[src/rtl/cpu_ctrl_pkg.sv]
// Shared definitions for the Mini SRC hardwired control unit: opcodes, ALU codes,
// sequencer states, instruction classes and the strobe bundle driven into the datapath.
package cpu_ctrl_pkg;

  localparam int unsigned OP_W   = 5;
  localparam int unsigned ALU_W  = 4;

  // Instruction field positions within IR
  localparam int unsigned OP_MSB = 31;
  localparam int unsigned RA_MSB = 26;
  localparam int unsigned RA_LSB = 23;
  localparam int unsigned RB_MSB = 22;
  localparam int unsigned RB_LSB = 19;
  localparam int unsigned RC_MSB = 18;
  localparam int unsigned RC_LSB = 15;

  localparam logic [OP_W-1:0] OP_ADD  = 5'b00011;
  localparam logic [OP_W-1:0] OP_SUB  = 5'b00100;
  localparam logic [OP_W-1:0] OP_SHR  = 5'b00101;
  localparam logic [OP_W-1:0] OP_SHRA = 5'b00110;
  localparam logic [OP_W-1:0] OP_SHL  = 5'b00111;
  localparam logic [OP_W-1:0] OP_ROR  = 5'b01000;
  localparam logic [OP_W-1:0] OP_ROL  = 5'b01001;
  localparam logic [OP_W-1:0] OP_AND  = 5'b01010;
  localparam logic [OP_W-1:0] OP_OR   = 5'b01011;
  localparam logic [OP_W-1:0] OP_MUL  = 5'b01111;
  localparam logic [OP_W-1:0] OP_DIV  = 5'b10000;
  localparam logic [OP_W-1:0] OP_NEG  = 5'b10001;
  localparam logic [OP_W-1:0] OP_NOT  = 5'b10010;
  localparam logic [OP_W-1:0] OP_NOP  = 5'b11010;
  localparam logic [OP_W-1:0] OP_HALT = 5'b11011;

  localparam logic [ALU_W-1:0] ALU_NONE = 4'd0;
  localparam logic [ALU_W-1:0] ALU_ADD  = 4'd1;
  localparam logic [ALU_W-1:0] ALU_SUB  = 4'd2;
  localparam logic [ALU_W-1:0] ALU_SHR  = 4'd3;
  localparam logic [ALU_W-1:0] ALU_SHRA = 4'd4;
  localparam logic [ALU_W-1:0] ALU_SHL  = 4'd5;
  localparam logic [ALU_W-1:0] ALU_ROR  = 4'd6;
  localparam logic [ALU_W-1:0] ALU_ROL  = 4'd7;
  localparam logic [ALU_W-1:0] ALU_AND  = 4'd8;
  localparam logic [ALU_W-1:0] ALU_OR   = 4'd9;
  localparam logic [ALU_W-1:0] ALU_MUL  = 4'd10;
  localparam logic [ALU_W-1:0] ALU_DIV  = 4'd11;
  localparam logic [ALU_W-1:0] ALU_NEG  = 4'd12;
  localparam logic [ALU_W-1:0] ALU_NOT  = 4'd13;

  typedef enum logic [3:0] {
    ST_RST  = 4'd0,
    ST_T0   = 4'd1,
    ST_T1   = 4'd2,
    ST_T2   = 4'd3,
    ST_T3   = 4'd4,
    ST_T4   = 4'd5,
    ST_T5   = 4'd6,
    ST_T6   = 4'd7,
    ST_HALT = 4'd8
  } state_e;

  typedef enum logic [2:0] {
    CLS_ALU2    = 3'd0,
    CLS_MULDIV  = 3'd1,
    CLS_UNARY   = 3'd2,
    CLS_NOP     = 3'd3,
    CLS_HALT    = 3'd4,
    CLS_ILLEGAL = 3'd5
  } op_class_e;

  typedef struct packed {
    logic             pc_out;
    logic             zlow_out;
    logic             zhigh_out;
    logic             mdr_out;
    logic             mar_in;
    logic             pc_in;
    logic             mdr_in;
    logic             ir_in;
    logic             y_in;
    logic             z_in;
    logic             hi_in;
    logic             lo_in;
    logic             inc_pc;
    logic             read;
    logic             gra;
    logic             grb;
    logic             grc;
    logic             r_in;
    logic             r_out;
    logic             run;
    logic             illegal_op;
    logic [ALU_W-1:0] alu_op;
  } ctrl_t;

  // Classes whose first operand is staged through Y before the ALU step
  function automatic logic uses_y_path(op_class_e cls);
    return (cls == CLS_ALU2) || (cls == CLS_MULDIV);
  endfunction

endpackage

[src/rtl/op_decoder.sv]
// Combinational opcode decode: instruction class and ALU operation for the
// latched opcode. Unlisted opcodes fall into the ILLEGAL class.
module op_decoder
  import cpu_ctrl_pkg::*;
(
  input  logic [OP_W-1:0]  opcode_i,
  output op_class_e        cls_o,
  output logic [ALU_W-1:0] alu_op_o
);

  always_comb begin
    cls_o    = CLS_ILLEGAL;
    alu_op_o = ALU_NONE;
    case (opcode_i)
      OP_ADD:  begin cls_o = CLS_ALU2;   alu_op_o = ALU_ADD;  end
      OP_SUB:  begin cls_o = CLS_ALU2;   alu_op_o = ALU_SUB;  end
      OP_SHR:  begin cls_o = CLS_ALU2;   alu_op_o = ALU_SHR;  end
      OP_SHRA: begin cls_o = CLS_ALU2;   alu_op_o = ALU_SHRA; end
      OP_SHL:  begin cls_o = CLS_ALU2;   alu_op_o = ALU_SHL;  end
      OP_ROR:  begin cls_o = CLS_ALU2;   alu_op_o = ALU_ROR;  end
      OP_ROL:  begin cls_o = CLS_ALU2;   alu_op_o = ALU_ROL;  end
      OP_AND:  begin cls_o = CLS_ALU2;   alu_op_o = ALU_AND;  end
      OP_OR:   begin cls_o = CLS_ALU2;   alu_op_o = ALU_OR;   end
      OP_MUL:  begin cls_o = CLS_MULDIV; alu_op_o = ALU_MUL;  end
      OP_DIV:  begin cls_o = CLS_MULDIV; alu_op_o = ALU_DIV;  end
      OP_NEG:  begin cls_o = CLS_UNARY;  alu_op_o = ALU_NEG;  end
      OP_NOT:  begin cls_o = CLS_UNARY;  alu_op_o = ALU_NOT;  end
      OP_NOP:  cls_o = CLS_NOP;
      OP_HALT: cls_o = CLS_HALT;
      default: cls_o = CLS_ILLEGAL;
    endcase
  end

endmodule

[src/rtl/control_sequencer.sv]
// Hardwired Moore control unit for the Mini SRC datapath: fetch (T0-T2) and
// execute (T3-T6) sequencing with strobes decoded from state and latched opcode.
module control_sequencer
  import cpu_ctrl_pkg::*;
#(
  parameter int unsigned OPW  = 5,
  parameter int unsigned AOPW = 4
) (
  input  logic            clock,
  input  logic            clear,
  input  logic [31:0]     ir,
  input  logic            mem_ready,
  output logic            PCout,
  output logic            Zlowout,
  output logic            Zhighout,
  output logic            MDRout,
  output logic            MARin,
  output logic            PCin,
  output logic            MDRin,
  output logic            IRin,
  output logic            Yin,
  output logic            Zin,
  output logic            HIin,
  output logic            LOin,
  output logic            IncPC,
  output logic            Read,
  output logic            Gra,
  output logic            Grb,
  output logic            Grc,
  output logic            Rin,
  output logic            Rout,
  output logic [AOPW-1:0] alu_op,
  output logic            run,
  output logic            illegal_op
);

  state_e           state_q, state_d;
  logic [OPW-1:0]   op_q, op_d;
  op_class_e        cls;
  logic [ALU_W-1:0] dec_alu;
  ctrl_t            ctrl;

  // Register fields are consumed by the datapath's register-select logic, not here
  logic unused_ir_fields;
  assign unused_ir_fields = ^{ir[RA_MSB:RA_LSB], ir[RB_MSB:RB_LSB],
                              ir[RC_MSB:RC_LSB], ir[RC_LSB-1:0]};

  op_decoder u_op_decoder (
    .opcode_i (OP_W'(op_q)),
    .cls_o    (cls),
    .alu_op_o (dec_alu)
  );

  always_ff @(posedge clock or posedge clear) begin
    if (clear) begin
      state_q <= ST_RST;
      op_q    <= '0;
    end else begin
      state_q <= state_d;
      op_q    <= op_d;
    end
  end

  // Opcode captured as IR is loaded; execute steps never look at live ir
  assign op_d = (state_q == ST_T2) ? ir[OP_MSB -: OPW] : op_q;

  always_comb begin
    state_d  = state_q;
    ctrl     = '0;
    ctrl.run = 1'b1;
    case (state_q)
      ST_RST: state_d = ST_T0;
      ST_T0: begin
        ctrl.pc_out = 1'b1;
        ctrl.mar_in = 1'b1;
        ctrl.inc_pc = 1'b1;
        ctrl.z_in   = 1'b1;
        state_d     = ST_T1;
      end
      ST_T1: begin
        ctrl.zlow_out = 1'b1;
        ctrl.pc_in    = 1'b1;
        ctrl.read     = 1'b1;
        ctrl.mdr_in   = 1'b1;
        if (mem_ready) state_d = ST_T2;
      end
      ST_T2: begin
        ctrl.mdr_out = 1'b1;
        ctrl.ir_in   = 1'b1;
        state_d      = ST_T3;
      end
      ST_T3: begin
        if (uses_y_path(cls)) begin
          ctrl.grb   = 1'b1;
          ctrl.r_out = 1'b1;
          ctrl.y_in  = 1'b1;
          state_d    = ST_T4;
        end else if (cls == CLS_UNARY) begin
          ctrl.grb    = 1'b1;
          ctrl.r_out  = 1'b1;
          ctrl.z_in   = 1'b1;
          ctrl.alu_op = dec_alu;
          state_d     = ST_T4;
        end else if (cls == CLS_HALT) begin
          state_d = ST_HALT;
        end else begin
          ctrl.illegal_op = (cls == CLS_ILLEGAL);
          state_d         = ST_T0;
        end
      end
      ST_T4: begin
        if (cls == CLS_UNARY) begin
          ctrl.zlow_out = 1'b1;
          ctrl.gra      = 1'b1;
          ctrl.r_in     = 1'b1;
          state_d       = ST_T0;
        end else begin
          ctrl.grc    = 1'b1;
          ctrl.r_out  = 1'b1;
          ctrl.z_in   = 1'b1;
          ctrl.alu_op = dec_alu;
          state_d     = ST_T5;
        end
      end
      ST_T5: begin
        ctrl.zlow_out = 1'b1;
        if (cls == CLS_MULDIV) begin
          ctrl.lo_in = 1'b1;
          state_d    = ST_T6;
        end else begin
          ctrl.gra  = 1'b1;
          ctrl.r_in = 1'b1;
          state_d   = ST_T0;
        end
      end
      ST_T6: begin
        ctrl.zhigh_out = 1'b1;
        ctrl.hi_in     = 1'b1;
        state_d        = ST_T0;
      end
      ST_HALT: ctrl.run = 1'b0;
      default: state_d = ST_RST;
    endcase
  end

  assign PCout      = ctrl.pc_out;
  assign Zlowout    = ctrl.zlow_out;
  assign Zhighout   = ctrl.zhigh_out;
  assign MDRout     = ctrl.mdr_out;
  assign MARin      = ctrl.mar_in;
  assign PCin       = ctrl.pc_in;
  assign MDRin      = ctrl.mdr_in;
  assign IRin       = ctrl.ir_in;
  assign Yin        = ctrl.y_in;
  assign Zin        = ctrl.z_in;
  assign HIin       = ctrl.hi_in;
  assign LOin       = ctrl.lo_in;
  assign IncPC      = ctrl.inc_pc;
  assign Read       = ctrl.read;
  assign Gra        = ctrl.gra;
  assign Grb        = ctrl.grb;
  assign Grc        = ctrl.grc;
  assign Rin        = ctrl.r_in;
  assign Rout       = ctrl.r_out;
  assign alu_op     = AOPW'(ctrl.alu_op);
  assign run        = ctrl.run;
  assign illegal_op = ctrl.illegal_op;

endmodule
[config.mk]
export PLATFORM = sky130hd
export DESIGN_NAME = control_sequencer
export DESIGN_NICKNAME = d
export VERILOG_FILES = /design/src/rtl/cpu_ctrl_pkg.sv /design/src/rtl/op_decoder.sv /design/src/rtl/control_sequencer.sv
export SDC_FILE = /design/constraint.sdc
export NUM_CORES = 1
export LEC_CHECK = 0
export ABC_AREA = 1
export ABC_CLOCK_PERIOD_IN_PS = 1480
export BUFFER_PORTS_ARGS = -buffer_cell sky130_fd_sc_hd__buf_2
export CAP_MARGIN = 20
export CORE_MARGIN = 5
export CORE_UTILIZATION = 41
export DETAILED_ROUTE_END_ITERATION = 6
export GPL_TIMING_DRIVEN = 0
export MAX_ROUTING_LAYER = met4
export PLACE_DENSITY = 0.8
export SLEW_MARGIN = 20
export SYNTH_ARGS = -nofsm -noshare
export SYNTH_HDL_FRONTEND = slang
export SYNTH_SLANG_ARGS = --single-unit
[constraint.sdc]
create_clock -name clock -period 1.48 [get_ports clock]
set_clock_uncertainty 0.15 [all_clocks]
set_input_delay 0.074 -clock clock [delete_from_list [all_inputs] [get_ports clock]]
set_output_delay 0.074 -clock clock [all_outputs]
set_load 0.03 [all_outputs]
==> metrics list, run 1 <==
- Number of standard cells after synthesis: about 130
- Slew of the pin with the lowest slew margin: between 0.3 and 0.4 ns
- Max-slew violations: 0
- The tool flagged a number of max-cap violations equal to 0.
- The worst hold path belongs to the class in -> async.
- 60 I/O pins were placed.
- Commonest non-fill, non-tap cell in the layout: sky130_fd_sc_hd__buf_6
* Complex-gate fraction of the synthesized area: between 8 and 9%
* Via count: about 1400
- Across all setup checks in the final design, the least slack found is -0.452 ns.
- In this run the standard cell core region covers roughly 0.0020 mm^2.
- In this run the tool buffered the top-level ports with 32 buffer cells.
- Total wire length after detailed routing: about 4.7 mm
- Leak pwr: 0.00100 uW
- For this run, the top clock speed supported by timing is between 500 and 600 MHz.
* Vias in the first global route: around 1200
- Post-Synth Adder-Cell Area: 0%
* Buffers and inverters on the worst path: 3
- Type of the worst setup path: reg -> out
* Drt pass-1 iters: 4
- Power spread over the standard cell area amounts to between 2000 and 2500 mW/mm^2.
- Counting every net in the synthesized netlist gives ~170.
- Die height: between 50 and 60 um
* Commonest cells after routing, fill and taps aside: sky130_fd_sc_hd__buf_6 (46), sky130_fd_sc_hd__buf_4 (26), sky130_fd_sc_hd__nand2_1 (17)
* Post-Synthesis Cell Area: around 880 um^2
* Crit path capture type: output port
- WL per Instance: 19.4 um
- The detailed router finished its first iteration with 72 violations.
- Area delta synth->final: 110%
* CP arrival: 1.71 ns
- Fraction of final layout cells with drive strength greater than 1: 67.0%
* Largest delay contributor family on the critical path: simple AND/OR/NAND/NOR gates
* Clock-pin slew on the worst setup and hold paths: approximately 0.07 ns
- The flow ran to the end, but the final reports show violations.
* RD Place Congestion: between 0.8 and 0.9
- Final critical path time including I/O delays and setup: 1.93 ns
- Setup repair after global routing could not meet its margin everywhere.
* Post-synthesis simple-gate area fraction: between 40 and 50%
- Using the TritonRoute via totals, the vias-per-cell ratio works out to a little under 6.
- Summed over all nets, the half-perimeter wirelength after detailed placement is ~2.0 mm.
* Critical path startpoint category: flip-flop
- Final hold viol count: 0
- The number of antenna violations at the first check in global routing is 0.
- Clock tree synthesis inserted a total of 3 buffers.
- Multiplexer cells account for 0% of the synthesized area.
- Delay of the slowest critical-path stage: between 0.4 and 0.5 ns
- Worst-case headroom to the max-slew limit: between 70 and 80%
* Setup slack on the worst flop-to-flop path: -0.26 ns
- A synthesized cell averages 6.60 um^2.
* Full die area: between 0.003 and 0.004 mm^2
* Post-route clock period utilization: 131%
- List of cells traversed by the critical path: nor2_4 > nand2_4 > nor2_4 > buf_6 > nor2_4 > nand2_2 > nand2_1 > inv_1 > buf_6
* VDD IR max: ~2.1 mV
* Count of inserted antenna diode cells: 0
- Fraction of the yosys area taken by sequential cells: roughly a quarter
- TritonCTS built the clock tree.
* Flip-flop and latch count after synthesis: 9
* Critical Path Most Common Cell: sky130_fd_sc_hd__nor2_4
- After synthesis, the netlist uses 23 different library cells.
* Total of endpoints with negative setup slack in the final report: 34
* Number of standard-cell rows in the floorplan: 16
* Global-route wire length before repair: 5.59 mm
- CTS built an H-tree with a depth of 1.
* Final layout net count: 251
- Along the worst path, the maximum fanout reaches 6.
- Maximum root-to-sink buffer count: 2
- Clk_lat worst skew: between 0.2 and 0.3 ns
- Die X: roughly 56 um
* Drt drc: 0
- Pin count of the biggest net entering global routing: 12
- The multi-input combinational cells in the finished layout cover a total of 656 um^2.
* GRT Total Usage: between 20% and 30%
- Required arrival time at the worst endpoint: approximately 1.3 ns
* Main combinational cell family by area after synthesis: simple AND/OR/NAND/NOR gates
* Synth warn: 0
- Post-route standard cell area excluding fillers: approximately 0.0019 mm^2
* Crit path max-delay cell type: sky130_fd_sc_hd__dfrtp_2
- Violations in the final reports: setup timing
- Aggregate global routing overflow: 0
- Cell Area, Placed: 0.00110 mm^2
- The sequential cells in the finished layout cover a total of ~230 um^2.
- After filler insertion, the fill cell instance count of the layout stands at 60.
* Fraction of synthesized cell area in xor and xnor cells: 0%
- Core Util, Final: 92.7%
- The detail route stage leaves a number of antenna-violating nets equal to 0.
- The tree is rooted in a sky130_fd_sc_hd__clkbuf_4.
- For this design, the sink count on the clock tree is 9.
* Initial Utilization: around 44%
tightest hold or removal path, cell delays in order:
cell and delay [ns]:
sky130_fd_sc_hd__dlygate4sd3_1 0.53, sky130_fd_sc_hd__buf_2 0.12, sky130_fd_sc_hd__inv_1 0.27
cell usage after synthesis, drive strengths merged:
library cell	count	area, um^2
nand3	12	65.1
o21ai	10	61.3
or2	1	6.26
inv	23	86.3
clkinv	1	3.75
a21oi	2	10.0
nand4	3	18.8
buf	9	65.1
nand2	41	199
and3	1	6.26
nor2	17	98.8
nor3	4	31.3
dfrtp	9	225
o31ai	1	7.51
worst paths after layout:
path,from,to,depth (start not counted)
worst max-delay path,op_q[3],alu_op[3],9
worst min-delay path,clear,state_q[3],3
worst max register to register,state_q[3],state_q[0],9
worst min register to register,op_q[0],op_q[0],2
max in group asynchronous,clear,op_q[1],3
min in group clock,ir[30],op_q[3],4
state kept, by name (all words and copies together), names as in the netlist:
name     count
op_q         5
state_q      4
layout make-up:
cell class / instances / area share [%]
timing repair buffer: 77 / 39.2
multi-input combinational: 92 / 35.3
sequential: 9 / 12.4
inverter: 24 / 4.92
buffer: 9 / 4.86
tap: 27 / 1.82
clock buffer: 4 / 1.42
kinds of logic after synthesis:
family,after synthesis
simple gates,79
flops,9
buf+inv,33
compound gates,13
power by group:
| part | switching [uW] | internal (uW) |
|---|---|---|
| combinational | 1940 | 1470 |
| clock | 90.3 | 104 |
| sequential | 174 | 366 |
timing repair:
item                                    4_1_cts  5_1_grt
pin swaps                                    10       19
buffers inserted                             19       20
resized for setup                            73       54
hold endpoints to repair                     15        0
cloned                                        0        0
hold buffers                                  7        0
endpoints found under the setup margin       30       31
routing by layer:
| layer | vias up | global-route usage [%] | part of all wire [%] |
|---|---|---|---|
| met4 | 0 | 11.2 | 7.8 |
| met5 | - | - | 0 |
| met2 | 126 | 41.7 | 49 |
| met1 | 658 | 23.3 | 33 |
| li1 | 578 | - | - |
| met3 | 43 | 5.50 | 10 |
per-stage QoR:
step / TNS (ns) / total power, uW / hold slack, ns / std cells / setup slack (ns)
6_report: -8.68 / 4140 / 0.166 / 242 / -0.452
5_1_grt: -10.08 / 4320 / 0.198 / 242 / -0.514
4_1_cts: -4.75 / 3280 / 0.171 / 223 / -0.320
3_5_place_dp: -1.29 / 2400 / -0.0923 / 193 / -0.170
3_3_place_gp: -0.715 / 2330 / -0.101 / 193 / -0.128
2_1_floorplan: -0.126 / 1980 / -0.248 / 134 / -0.0632
No activity file was read; power rests on OpenSTA's default activity.
==> inputs of run 2 (changes only) <==
--- a/config.mk
+++ b/config.mk
@@ -19,3 +19,4 @@
 export SYNTH_ARGS = -nofsm -noshare
 export SYNTH_HDL_FRONTEND = slang
 export SYNTH_SLANG_ARGS = --single-unit
+export TNS_END_PERCENT = 10
==> metrics list, run 2 (synthesis results as in run 1) <==
* Number of port buffers: 32 (unchanged)
- The detailed-routing iteration count for the pre-antenna-repair pass was 4 (unchanged).
- List of cells traversed by the critical path: nor2_4 > nand2_2 > clkinv_2 > nand2_2 > nand2_4 > nand2_2 > or2_1 > buf_6 (was nor2_4 > nand2_4 > nor2_4 > buf_6 > nor2_4 > nand2_2 > nand2_1 > inv_1 > buf_6).
- Post-Place Worst Slack: -0.163 ns (was -0.170 ns)
- Crit path max-delay cell type: sky130_fd_sc_hd__dfrtp_2 (unchanged)
- Leak pwr: 0.000760 uW (was 0.00100 uW)
- Vias per std cell: 4.77 (was 5.81)
- The area overhead of the layout relative to synthesis was 51.3% (was 110%).
- The overall via count from detail_route was 1002 (was 1405).
- Initial antenna violation count: 0 (unchanged)
- Final Worst Setup Slack: -0.326 ns (was -0.452 ns)
* Fraction of final layout cells with drive strength greater than 1: 48.6% (was 67.0%)
* Share of power burned in registers: 18.1% (was 13.0%)
- The count of H-tree levels built during CTS is 1 (unchanged).
- The total design power was 2830 uW (was 4140 uW).
- Commonest cells after routing, fill and taps aside: sky130_fd_sc_hd__nand2_1 (27), sky130_fd_sc_hd__buf_2 (20), sky130_fd_sc_hd__inv_1 (18) (was sky130_fd_sc_hd__buf_6 (46), sky130_fd_sc_hd__buf_4 (26), sky130_fd_sc_hd__nand2_1 (17)).
- The biggest fanout along the worst timing path came to 5 (was 6).
* RD Place Congestion: 0.810 (was 0.815)
- Power density of the placed cells: 2120 mW/mm^2 (was 2230 mW/mm^2)
* Highest Clock Rate: 554 MHz (was 518 MHz)
* CP arrival: 1.58 ns (was 1.71 ns)
* Full die area: 0.00319 mm^2 (unchanged)
- Initial Utilization: 44.2% (unchanged)
- Critical Path Most Common Cell: sky130_fd_sc_hd__nand2_2 (was sky130_fd_sc_hd__nor2_4)
- Total of endpoints with negative setup slack in the final report: 23 (was 34)
- VDD IR max: 1.31 mV (was 2.11 mV)
- The clock root buffer is sky130_fd_sc_hd__clkbuf_4 (unchanged).
* TritonCTS Buffers: 3 (unchanged)
* Net Sw Power: 1590 uW (was 2200 uW)
- Combinational power share: 74.8% (was 82.3%)
* Fill cells: 178 (was 60)
- Delay of the slowest critical-path stage: 0.44 ns (was 0.47 ns)
* WL per Instance: 11.9 um (was 19.4 um)
- The number of nets in the finished design came to 219 (was 251).
- The via count of the first global-routing pass is 982 (was 1205).
- Pin count of the biggest net entering global routing: 12 (unchanged)
- Instance count after placement with tap cells included: 193 (unchanged)
- The dominant delay contributor by cell family on the critical path is simple AND/OR/NAND/NOR gates (unchanged).
- WHS: 0.164 ns (was 0.166 ns)
- The final count of pins violating max slew came to 0 (unchanged).
- Number of clock sinks: 9 (unchanged)
* Worst Hold Class: in -> async (unchanged)
- Slew of the pin with the lowest slew margin: 0.367 ns (was 0.364 ns)
- The core region area was 0.00200 mm^2 (unchanged).
- The iteration-0 DRC count of the detailed router is 35 (was 72).
- Maximum root-to-sink buffer count: 2 (unchanged)
- The number of antenna diodes was 0 (unchanged).
* Worst-case headroom to the max-slew limit: 75.5% (was 75.7%)
* Part of the total power dissipated in the clock network: 7.0% (was 4.7%)
- The standard-cell row count is 16 (unchanged).
* Post-route non-filler standard cell count: 210 (was 242)
* Commonest non-fill, non-tap cell in the layout: sky130_fd_sc_hd__nand2_1 (was sky130_fd_sc_hd__buf_6)
- The number of remaining DRC errors was 0 (unchanged).
- Type of the worst setup path: reg -> out (unchanged)
* Critical path startpoint category: flip-flop (unchanged)
- The clock-pin slew on the worst setup and hold paths came to 0.07 ns (about the same).
- Number of routed nets with antenna violations: 0 (unchanged)
- # Max-Cap Violations: 0 (unchanged)
* Die X: 56.5 um (unchanged)
- Violations in the final reports: setup timing (unchanged).
* Crit path capture type: output port (unchanged)
* Post-route clock period utilization: 122% (was 131%)
- Global-route wire length before repair: 4.24 mm (was 5.59 mm)
- The total global routing overflow came to 0 (unchanged).
* Largest registers: op_q x5, state_q x4 (unchanged)
- The clock period minus final worst setup slack is 1.81 ns (was 1.93 ns).
- The internal portion of total power was 1240 uW (was 1940 uW).
- Accumulated negative setup slack: -5.39 ns (was -8.68 ns)
- The aggregate global-route resource usage is 16.8% (was 23.2%).
* Die height: 56.5 um (unchanged)
- The clock tree from TritonCTS is done (unchanged).
- Total wire length after detailed routing: 2.49 mm (was 4.70 mm)
* Boundary pin count: 60 (unchanged)
* Number of flip-flops under the largest register name: 5 (unchanged)
- Clk_lat worst skew: 0.27 ns (about the same)
- Most flops, register: op_q (unchanged)
* Final hold viol count: 0 (unchanged)
* Outcome: finished with violations (unchanged)
- Post-detail-place hpwl: 1.85 mm (was 1.97 mm)
- Setup repair after global routing missed its margin: yes (unchanged).
- Required arrival time at the worst endpoint: 1.26 ns (about the same)
- The net switching fraction of the power came to 56.1% (was 53.2%).
- The count of buffering cells on the critical path with inverters included is 2 (was 3).
run 2: through the flow:
stage | utilization, % | cell area (um^2)
after floorplan | - | 898
after global placement | 54.6 | 1090
after detailed placement | 54.6 | 1090
after CTS | 65.6 | 1310
after global routing | 66.9 | 1340
final | 66.9 | 1340
run 2: area by class of cell:
cell class | count | area, um^2 | area share (%)
repair buffers | 45 | 345 | 25.8
flip-flops and latches | 9 | 230 | 17.2
clock buffers | 4 | 26.3 | 1.96
plain buffers | 9 | 68.8 | 5.14
multi-input cells | 92 | 543 | 40.6
well taps | 27 | 33.8 | 2.52
inverters | 24 | 91.3 | 6.82
run 2: worst reg2reg max path: stages, from the launching register on:
cell and delay (ns):
sky130_fd_sc_hd__dfrtp_2 0.44, sky130_fd_sc_hd__nor2_4 0.17, sky130_fd_sc_hd__nand2_2 0.10, sky130_fd_sc_hd__nor2_4 0.16, sky130_fd_sc_hd__nand2_2 0.09, sky130_fd_sc_hd__buf_6 0.13
sky130_fd_sc_hd__inv_2 0.03, sky130_fd_sc_hd__nor2_1 0.03, sky130_fd_sc_hd__nor2_1 0.07
run 2: timing repair:
item | in CTS | in global routing
hold endpoints to repair | 15 | 0
endpoints found under the setup margin | 30 | 31
gates resized for setup | 33 | 9
gates cloned | 0 | 0
pin swaps | 6 | 2
buffers inserted | 5 | 1
hold buffers | 7 | 0
run 2: final timing paths:
| kind | endpoint | cells past startpoint | from | slack [ns] |
|---|---|---|---|---|
| worst max-delay path | Zin | 8 | op_q[2] | -0.33 |
| worst min register to register | op_q[3] | 2 | op_q[3] | 0.51 |
| worst min-delay path | op_q[3] | 3 | clear | 0.16 |
| min in group clock | op_q[0] | 4 | ir[27] | 0.40 |
| max in group asynchronous | state_q[1] | 3 | clear | 0.73 |
| worst max register to register | state_q[0] | 8 | op_q[2] | 0.03 |
run 2: layer usage:
layer  vias up  global-route usage [%]  routed length [um]
li1        505                       -                   -
met1       445                    17.0                 915
met2        48                    33.3                1350
met3         4                    2.75                 211
met4         0                    3.05                  19
met5         -                       -                   0
run 2: power groups by stage:
stage | sequential (uW) | combinational [uW] | clock (uW)
floorplan | 481 | 1480 | 0
global placement | 501 | 1810 | 0
detailed placement | 506 | 1860 | 0
CTS | 510 | 2070 | 204
global route | 532 | 2290 | 215
finish | 513 | 2120 | 199
